--- src/rtl/uart_tx_pkg.sv ---
// Shared UART definitions: state encoding, default bit period and a
// helper that sizes counters so they never need modular wrap.
package uart_defs;

  localparam logic [1:0] ST_IDLE_ENC  = 2'd0;
  localparam logic [1:0] ST_START_ENC = 2'd1;
  localparam logic [1:0] ST_DATA_ENC  = 2'd2;
  localparam logic [1:0] ST_STOP_ENC  = 2'd3;

  localparam int DEFAULT_CLKS_PER_BIT = 16;

  typedef enum logic [1:0] {
    ST_IDLE  = ST_IDLE_ENC,
    ST_START = ST_START_ENC,
    ST_DATA  = ST_DATA_ENC,
    ST_STOP  = ST_STOP_ENC
  } state_t;

  // Bits needed to hold 0..n-1; never less than one bit.
  function automatic int cnt_width(input int n);
    return (n > 1) ? $clog2(n) : 1;
  endfunction

endpackage

--- src/rtl/uart_tx_if.sv ---
// Upstream FIFO read port plus serial-side outputs of the transmitter.
//
// Handshake: i_fifo_empty=0 is the "valid" from the FIFO and
// o_fifo_rd_stb is the "ready"/pop. A word moves on every rising edge
// where o_fifo_rd_stb=1; the transmitter only raises it while
// i_fifo_empty=0, so a pop is never issued against an empty FIFO.
interface uart_tx_if #(
  parameter int DATA_WIDTH = 8
);
  logic [DATA_WIDTH-1:0] i_fifo_data;
  logic                  i_fifo_empty;
  logic                  o_fifo_rd_stb;
  logic                  o_tx;
  logic                  o_busy;
  logic                  o_done;

  modport slave (
    input  i_fifo_data,
    input  i_fifo_empty,
    output o_fifo_rd_stb,
    output o_tx,
    output o_busy,
    output o_done
  );

  modport master (
    output i_fifo_data,
    output i_fifo_empty,
    input  o_fifo_rd_stb,
    input  o_tx,
    input  o_busy,
    input  o_done
  );
endinterface

--- src/rtl/uart_tx_baud_gen.sv ---
// Bit-period timer: counts 0..CLKS_PER_BIT-1 while running and flags the
// last cycle of each bit. Held at zero whenever the frame is not running.
module uart_baud_gen
  import uart_defs::*;
#(
  parameter int CLKS_PER_BIT = DEFAULT_CLKS_PER_BIT
) (
  input  logic i_clk,
  input  logic i_reset,
  input  logic i_run,
  output logic o_tick
);

  localparam int              CNT_W = cnt_width(CLKS_PER_BIT);
  localparam logic [CNT_W-1:0] LAST = CNT_W'(CLKS_PER_BIT - 1);

  logic [CNT_W-1:0] cnt;

  // Counter restarts by explicit clear at the end of every bit.
  always_ff @(posedge i_clk) begin
    if (i_reset || !i_run) begin
      cnt <= '0;
    end else if (cnt == LAST) begin
      cnt <= '0;
    end else begin
      cnt <= cnt + 1'b1;
    end
  end

  assign o_tick = i_run && (cnt == LAST);

endmodule

--- src/rtl/uart_tx.sv ---
// UART transmitter fed from an external show-ahead FIFO. Frame is
// start(0), DATA_WIDTH bits LSB first, stop(1). The serial line is
// registered from the next state so the start bit appears one cycle
// after the pop.
module uart_tx
  import uart_defs::*;
#(
  parameter int CLKS_PER_BIT = DEFAULT_CLKS_PER_BIT,
  parameter int DATA_WIDTH   = 8
) (
  input  logic          i_clk,
  input  logic          i_reset,
  uart_tx_if.slave      bus,
  output state_t        o_state
);

  localparam int               BIT_W    = cnt_width(DATA_WIDTH);
  localparam logic [BIT_W-1:0] LAST_BIT = BIT_W'(DATA_WIDTH - 1);

  state_t                state, state_n;
  logic [DATA_WIDTH-1:0] shift, shift_n;
  logic [BIT_W-1:0]      bit_cnt, bit_n;
  logic                  tx_q, tx_n;
  logic                  rd_stb;
  logic                  done;
  logic                  tick;

  uart_baud_gen #(
    .CLKS_PER_BIT(CLKS_PER_BIT)
  ) u_baud (
    .i_clk  (i_clk),
    .i_reset(i_reset),
    .i_run  (state != ST_IDLE),
    .o_tick (tick)
  );

  // State, shift register, bit counter and line register.
  always_ff @(posedge i_clk) begin
    if (i_reset) begin
      state   <= ST_IDLE;
      shift   <= '0;
      bit_cnt <= '0;
      tx_q    <= 1'b1;
    end else begin
      state   <= state_n;
      shift   <= shift_n;
      bit_cnt <= bit_n;
      tx_q    <= tx_n;
    end
  end

  // Next-state, pop strobe, done pulse and next line value.
  always_comb begin
    state_n = state;
    shift_n = shift;
    bit_n   = bit_cnt;
    tx_n    = 1'b1;
    rd_stb  = 1'b0;
    done    = 1'b0;
    case (state)
      ST_IDLE: begin
        bit_n = '0;
        if (!bus.i_fifo_empty) begin
          rd_stb  = 1'b1;
          shift_n = bus.i_fifo_data;
          state_n = ST_START;
        end
      end
      ST_START: begin
        if (tick) state_n = ST_DATA;
      end
      ST_DATA: begin
        if (tick) begin
          shift_n = shift >> 1;
          if (bit_cnt == LAST_BIT) begin
            bit_n   = '0;
            state_n = ST_STOP;
          end else begin
            bit_n = bit_cnt + 1'b1;
          end
        end
      end
      ST_STOP: begin
        if (tick) begin
          done    = 1'b1;
          state_n = ST_IDLE;
        end
      end
      default: state_n = ST_IDLE;
    endcase

    // Reset wins the same cycle: no pop, no done.
    if (i_reset) begin
      rd_stb = 1'b0;
      done   = 1'b0;
    end

    case (state_n)
      ST_START: tx_n = 1'b0;
      ST_DATA:  tx_n = shift_n[0];
      default:  tx_n = 1'b1;
    endcase
  end

  assign bus.o_fifo_rd_stb = rd_stb;
  assign bus.o_tx          = tx_q;
  assign bus.o_busy        = (state != ST_IDLE);
  assign bus.o_done        = done;
  assign o_state           = state;

endmodule
--- src/flat_wrapper.sv ---
// flat-port wrapper written by rule: the top's interface ports become plain ports
module uart_tx_flat import uart_defs::*;
#(
  parameter int CLKS_PER_BIT = DEFAULT_CLKS_PER_BIT,
  parameter int DATA_WIDTH   = 8
)
  (i_clk, i_reset, o_state, bus_i_fifo_data, bus_i_fifo_empty, bus_o_fifo_rd_stb, bus_o_tx, bus_o_busy, bus_o_done);
  uart_tx_if #(.DATA_WIDTH(DATA_WIDTH)) bus_i ();
  input  logic i_clk;
  input  logic i_reset;
  output state_t o_state;
  input wire logic [$bits(bus_i.i_fifo_data)-1:0] bus_i_fifo_data;
  input wire logic [$bits(bus_i.i_fifo_empty)-1:0] bus_i_fifo_empty;
  output wire logic [$bits(bus_i.o_fifo_rd_stb)-1:0] bus_o_fifo_rd_stb;
  output wire logic [$bits(bus_i.o_tx)-1:0] bus_o_tx;
  output wire logic [$bits(bus_i.o_busy)-1:0] bus_o_busy;
  output wire logic [$bits(bus_i.o_done)-1:0] bus_o_done;
  assign bus_i.i_fifo_data = bus_i_fifo_data;
  assign bus_i.i_fifo_empty = bus_i_fifo_empty;
  assign bus_o_fifo_rd_stb = bus_i.o_fifo_rd_stb;
  assign bus_o_tx = bus_i.o_tx;
  assign bus_o_busy = bus_i.o_busy;
  assign bus_o_done = bus_i.o_done;
  uart_tx #(.CLKS_PER_BIT(CLKS_PER_BIT), .DATA_WIDTH(DATA_WIDTH)) u_core (.i_clk(i_clk), .i_reset(i_reset), .bus(bus_i), .o_state(o_state));
endmodule
--- config.mk ---
export PLATFORM = sky130hd
export DESIGN_NAME = uart_tx_flat
export DESIGN_NICKNAME = d
export VERILOG_FILES = /design/src/rtl/uart_tx_pkg.sv /design/src/rtl/uart_tx_if.sv /design/src/rtl/uart_tx_baud_gen.sv /design/src/rtl/uart_tx.sv /design/src/flat_wrapper.sv
export SDC_FILE = /design/constraint.sdc
export NUM_CORES = 1
export LEC_CHECK = 0
export BUFFER_PORTS_ARGS = -buffer_cell sky130_fd_sc_hd__buf_2
export CAP_MARGIN = 25
export CELL_PAD_IN_SITES_DETAIL_PLACEMENT = 1
export CELL_PAD_IN_SITES_GLOBAL_PLACEMENT = 1
export CORE_ASPECT_RATIO = 0.8
export CORE_MARGIN = 10
export CORE_UTILIZATION = 41
export CTS_BUF_LIST = sky130_fd_sc_hd__clkbuf_16
export DETAILED_ROUTE_END_ITERATION = 6
export PLACE_DENSITY_LB_ADDON = 0.1
export SLEW_MARGIN = 20
export SYNTH_ARGS = -nofsm -noshare
export SYNTH_HDL_FRONTEND = slang
export SYNTH_SLANG_ARGS = --single-unit
export TNS_END_PERCENT = 1
--- constraint.sdc ---
create_clock -name i_clk -period 2.63 [get_ports i_clk]
set_input_delay 0.526 -clock i_clk [delete_from_list [all_inputs] [get_ports i_clk]]
set_output_delay 0.526 -clock i_clk [all_outputs]
set_load 0.05 [all_outputs]
==> impl_metrics.ini, run 1 <==
[status]
outcome = finished, final reports clean

[power]
power_leakage_nw = 0.411
vdd_drop_max_v = 0.000538
intPower_uw = 507
switching_share_pct = 22.8
power_uw = 656
pwr-share-comb_pct = 9.8
power_density_nw_per_um2 = 668
share_seq_of_total_power_pct = 44.4
clock_power_share_pct = 45.8
power.net_switching_uw = 149

[critical_path]
cp_top_family = simple AND/OR/NAND/NOR gates
end_kind = output port
cp.buffers_inverters = 1
crit_chain = ha_1, and3_2, nand2_1, nor3b_1, buf_2
worstPathMaxFanout = 5
crit_type = reg2out
setup.worst_path.start_class = register
crit_path_max_incr_delay_ns = 0.35
worstPathRequired_ns = 2.10
cp_slowest_cell = dfxtp_1
worstPathArrival_ns = 1.69

[placement]
io_buffers = 16
gp_congestion = 0.744
dp.cells = 125
dp_hpwl_mm = 1.49

[flow_run]
cap_viol_max_count = 0

[floorplanning]
start_util_pct = 43.3
ioPinCount = 17
fp-row-count = 14
die-area_sq_um = 4200
core_sq_um = 1890
die_w_um = 70.0
die_h_um = 60.0

[cells_and_area]
fin_nets = 120
fillers = 228
final_common_cell = dfxtp_1
syn_to_final_growth_pct = 19.8
stdcell_count = 128
antenna_cells = 0
layout-drive-gt1-share_pct = 25.0
multi_input_area_sq_um = 414
layout_common_cells = dfxtp_1 (18), buf_2 (16), nor2_1 (11)
ff_latch_area_sq_um = 360

[route]
post_drt_wl_per_cell_um = 15.4
wl_met2_um = 879
drt_iter0_markers = 36
dr_total_vias = 687
wl_met1_um = 917
drc = 0
vias_per_cell = 5.37
ant_nets = 0
topRoutingLayerUsed = met4
totalWireLength_mm = 1.97
dr.pass1.iters = 4
dr_wl_met3_um = 137

[clock_tree]
clk_root_buffer_cell = clkbuf_16
cts_resized = 0
clk-insertion-delay-late_ns = 0.25
clk_pin_slew_worst_paths_ns = 0.05
clock-sinks = 18
cts_tree = yes
numCtsBuffers = 3
post_cts_buffers = 0
htreeDepth = 1
ctsHoldBuffers = 0
cts_buffer_depth = 2

[yosys]
syn_inst = 89
syn_nets = 103
async_flop_share_pct = 0
yosys.area.top_type = dfxtp_1
synth_edf_count = 0
syn_area_sq_um = 820
synth_ff_type = dfxtp_1
avgSynthCellArea_sq_um = 9.21
netlist.area_leader.share_pct = 44.0
synth_area_leaders = dfxtp_1 (44%), a22oi_1 (8.2%), nor2_1 (5.0%), ha_1 (4.6%), a21oi_1 (4.3%)
synth_cell_types = 29
yosysSeqAreaShare_pct = 44.0
ys_ff_latch = 18
yosysWarnings = 0

[grt]
overflow = 0
grt_util_all_layers_pct = 10.1
grt_max_degree = 18
grt_pass1_vias = 697
grt_pass1_wl_mm = 3.33
antenna_found_initial = 0

[timing]
min_period_ns = 2.22
period_share_pct = 84.4
tightest_slew_ns = 0.492
max_freq_mhz = 451
hold_viol = 0
rsz0062_at_grt = false
report.final.slew_viol_count = 0
skew_ns = 0.00679
max_slew_margin_pct = 67.1
setup_viol = 0

[min_path]
hold_class = reg2reg
-- power groups by stage --
stage	registers [mW]	clock network, mW	logic (mW)
5_1_grt	0.293	0.324	0.0716
2_1_floorplan	0.302	0	0.0422
3_5_place_dp	0.297	0	0.0651
6_report	0.292	0.300	0.0644
3_3_place_gp	0.297	0	0.0638
4_1_cts	0.292	0.308	0.0653
-- per-stage QoR --
step	cell area [sq um]	setup TNS, ns	hold WS (ns)	util [%]	setup slack (ns)
after floorplan	825	-0.0314	0.418	-	-0.0314
after global placement	907	0	0.431	47.9	0.716
after detailed placement	907	0	0.446	47.9	0.667
after CTS	982	0	0.453	51.9	0.385
after global routing	982	0	0.478	51.9	0.263
final	982	0	0.451	51.9	0.410
-- cell families after synthesis --
family	Yosys count	share of synthesized area, %
and+or+nand+nor	31	18.8
AOI/OAI and AO/OA	25	23.4
DFF	18	44.0
buffers and inverters	9	6.10
xor gates and xnor gates	3	3.21
adders and majority gates	3	4.58
-- path summary, 6_finish.rpt --
check	startpoint	endpoint	slack, ns	cells after the start
setup / recovery	u_core.u_baud.cnt[0]	bus_o_done	0.41	5
setup reg to reg	u_core.o_state[1]	u_core.bus.o_tx	0.98	4
hold / removal	u_core.u_baud.cnt[0]	u_core.u_baud.cnt[0]	0.45	1
hold reg to reg	u_core.u_baud.cnt[0]	u_core.u_baud.cnt[0]	0.45	1
-- worst register-to-register path: stages (launching register included) --
cell and delay [ns]:
dfxtp_1 0.46, nor3_4 0.48, a31oi_4 0.12, a221oi_2 0.32, a32oi_1 0.14
-- cells in the mapped netlist (2+ instances only) --
cell / instances
a21oi_1: 7
a22oi_1: 9
buf_4: 2
dfxtp_1: 18
ha_1: 3
inv_1: 4
nand2_1: 8
nand3_1: 4
nor2_1: 11
nor3_1: 2
o21ai_0: 2
xor2_1: 2
-- layout make-up --
type                       instances  share of cell area (%)
clock buffer                       3                    7.64
inverter                           4                    1.53
multi-input combinational         62                    42.2
sequential                        18                    36.7
tap                               24                    3.06
timing repair buffer              17                    8.92
-- metal layers --
metal	vias to the layer above	GRT usage (%)
met2	15	16.1
met1	318	10.8
met3	6	5.46
met4	0	5.06
met5	-	0
li1	348	-
-- flip-flops by register name (all words and copies together) (netlist names) --
| name | flops |
|---|---|
| u_core.shift | 8 |
| u_core.u_baud.cnt | 4 |
| u_core.bit_cnt | 3 |
| u_core.o_state | 2 |
| u_core.bus.o_tx | 1 |
No activity file was read; power rests on OpenSTA's default activity.
==> run 2: changes to the inputs <==
ABC_AREA = 1   (was unset)
CORE_UTILIZATION = 34   (was 41)
clock period = 1.8 ns   (was 2.63 ns; I/O delays follow)
==> impl_metrics.ini, run 2 <==
[cells_and_area]
fin_nets = 153
layout-drive-gt1-share_pct = 27.5
final_area_sq_um = 1120
fillers = 326
stdcell_count = 174
top_regs = u_core.shift: 8 flops, u_core.u_baud.cnt: 4 flops, u_core.bit_cnt: 3 flops
regMostFlops = u_core.shift
antenna_cells = 0
final_common_cell = nand2_1
final_util_pct = 46.1
layout_common_cells = nand2_1 (39), dfxtp_1 (16), buf_2 (14)
largest_reg_flops = 8
syn_to_final_growth_pct = 29.4

[placement]
gp_congestion = 0.706
dp_hpwl_mm = 1.72
dp.cells = 167
io_buffers = 16
placed_area_sq_um = 997

[clock_tree]
cts_buffer_depth = 2
clk_root_buffer_cell = clkbuf_16
clk_pin_slew_worst_paths_ns = 0.05
clk-insertion-delay-late_ns = 0.25
numCtsBuffers = 3
clock-sinks = 18
cts_tree = yes
htreeDepth = 1

[yosys]
synth_ff_type = dfxtp_1
yosysSeqAreaShare_pct = 41.4
netlist.area_leader.share_pct = 41.4
synth_edf_count = 0
synth_area_leaders = dfxtp_1 (41%), nand2_1 (17%), nand3_1 (5.2%), nor2_1 (4.7%), nor2_8 (4.6%)
synth_cell_types = 22
async_flop_share_pct = 0
yosysMostFrequentCell = nand2_1
avgSynthCellArea_sq_um = 7.56
syn_area_sq_um = 870
yosys.area.top_type = dfxtp_1
yosysWarnings = 0
synthTopCellsByCount = nand2_1 (39), dfxtp_1 (18), nor2_1 (11)
syn_inst = 115
ys_ff_latch = 18
syn_nets = 129

[timing]
rsz0062_at_grt = true
report.final.slew_viol_count = 0
setup_viol = 0
holdWs_ns = 0.327
max_slew_margin_pct = 83.2
max_freq_mhz = 591
tightest_slew_ns = 0.253
skew_ns = 0.00295
min_period_ns = 1.69
period_share_pct = 94.1
hold_viol = 0

[floorplanning]
die_w_um = 76.5
die_h_um = 65.2
ioPinCount = 17
die-area_sq_um = 4990
core_sq_um = 2440
start_util_pct = 35.6
fp-row-count = 16

[route]
drc = 0
dr.pass1.iters = 3
drt_iter0_markers = 25
post_drt_wl_per_cell_um = 12.4
dr_total_vias = 793
totalWireLength_mm = 2.16
vias_per_cell = 4.56
ant_nets = 0

[grt]
grt_max_degree = 15
grt_pass1_vias = 858
antenna_found_initial = 0
grt_pass1_wl_mm = 3.72
grt_util_all_layers_pct = 9.10
overflow = 0

[critical_path]
worstPathMaxFanout = 3
setup.worst_path.start_class = register
worstPathArrival_ns = 1.33
crit_type = reg2out
worstPathRequired_ns = 1.44
end_kind = output port

[power]
vdd_drop_max_v = 0.000668
clock_power_share_pct = 44.2
share_seq_of_total_power_pct = 42.6
pwr-share-comb_pct = 13.2
power_leakage_nw = 0.519
power.net_switching_uw = 243
switching_share_pct = 24.3
intPower_uw = 760
power_density_nw_per_um2 = 892
power_mw = 1.00

[flow_run]
cap_viol_max_count = 0

[status]
outcome = finished, final reports clean

[min_path]
hold_class = in2reg
run 2: cell types whose count changed after synthesis, moves of 2 or more:
cell / before / now
a22oi_1: 9 / 0
a31oi_1: 0 / 4
buf_4: 2 / 0
inv_1: 4 / 8
inv_2: 0 / 2
nand2_1: 8 / 39
nand3_1: 4 / 9
nor2_8: 0 / 2
xor2_1: 2 / 0
run 2: timing repair:
item / CTS / global route
endpoints found under the setup margin: 2 / 2
gates resized for setup: 6 / 2
hold buffers: 0 / 0
pin swaps: 1 / 1
buffers inserted: 0 / 3
run 2: routing by layer:
| layer | share of wire, % | vias up | track usage (%) |
|---|---|---|---|
| li1 | - | 420 | - |
| met1 | 45 | 362 | 9.60 |
| met2 | 50 | 9 | 16.5 |
| met3 | 4.1 | 2 | 3.67 |
| met4 | 0.79 | 0 | 2.78 |
| met5 | 0 | - | 0 |
run 2: cell families (layout without fill, tap and decap cells):
group	count (synthesis)	in the layout	share of synthesized area, %
buffers and inverters	12	35	6.04
AOI/OAI and AO/OA	14	14	8.92
adders and majority gates	3	3	4.32
DFF	18	18	41.4
and+or+nand+nor	68	68	39.3
run 2: critical path: stages (launching register included):
cell,delay [ns]
dfxtp_2,0.35
ha_4,0.15
nand2_1,0.07
nor2_2,0.11
nand3_1,0.11
nor2_2,0.12
buf_6,0.17
run 2: through the flow:
step                      setup slack [ns]   TNS, ns
after global routing              -0.00600  -0.00600
after detailed placement             0.129         0
after floorplan                     0.0390         0
after global placement               0.200         0
final                                0.107         0
after CTS                           0.0312         0
run 2: power groups by stage:
stage / Clock (mW) / Combinational, mW / Sequential, mW
final: 0.443 / 0.133 / 0.428
after global routing: 0.475 / 0.147 / 0.430
after CTS: 0.452 / 0.127 / 0.428
after detailed placement: 0 / 0.124 / 0.435
after global placement: 0 / 0.121 / 0.435
after floorplan: 0 / 0.0708 / 0.447
run 2: final timing paths:
path | start | to | slack, ns | depth (start not counted)
hold / removal | bus_i_fifo_data[6] | u_core.shift[6] | 0.33 | 3
setup reg to reg | u_core.o_state[0] | u_core.bus.o_tx | 0.46 | 9
setup / recovery | u_core.u_baud.cnt[0] | bus_o_done | 0.11 | 6
hold reg to reg | u_core.u_baud.cnt[0] | u_core.u_baud.cnt[0] | 0.44 | 1
run 2: area by class of cell:
type,instances,area (sq um),share of cell area (%)
timing repair buffer,21,126,11.2
tap,36,45.0,4.00
multi-input combinational,85,474,42.2
clock buffer,3,75.1,6.67
sequential,18,363,32.3
clock inverter,1,3.75,0.334
inverter,10,37.5,3.34
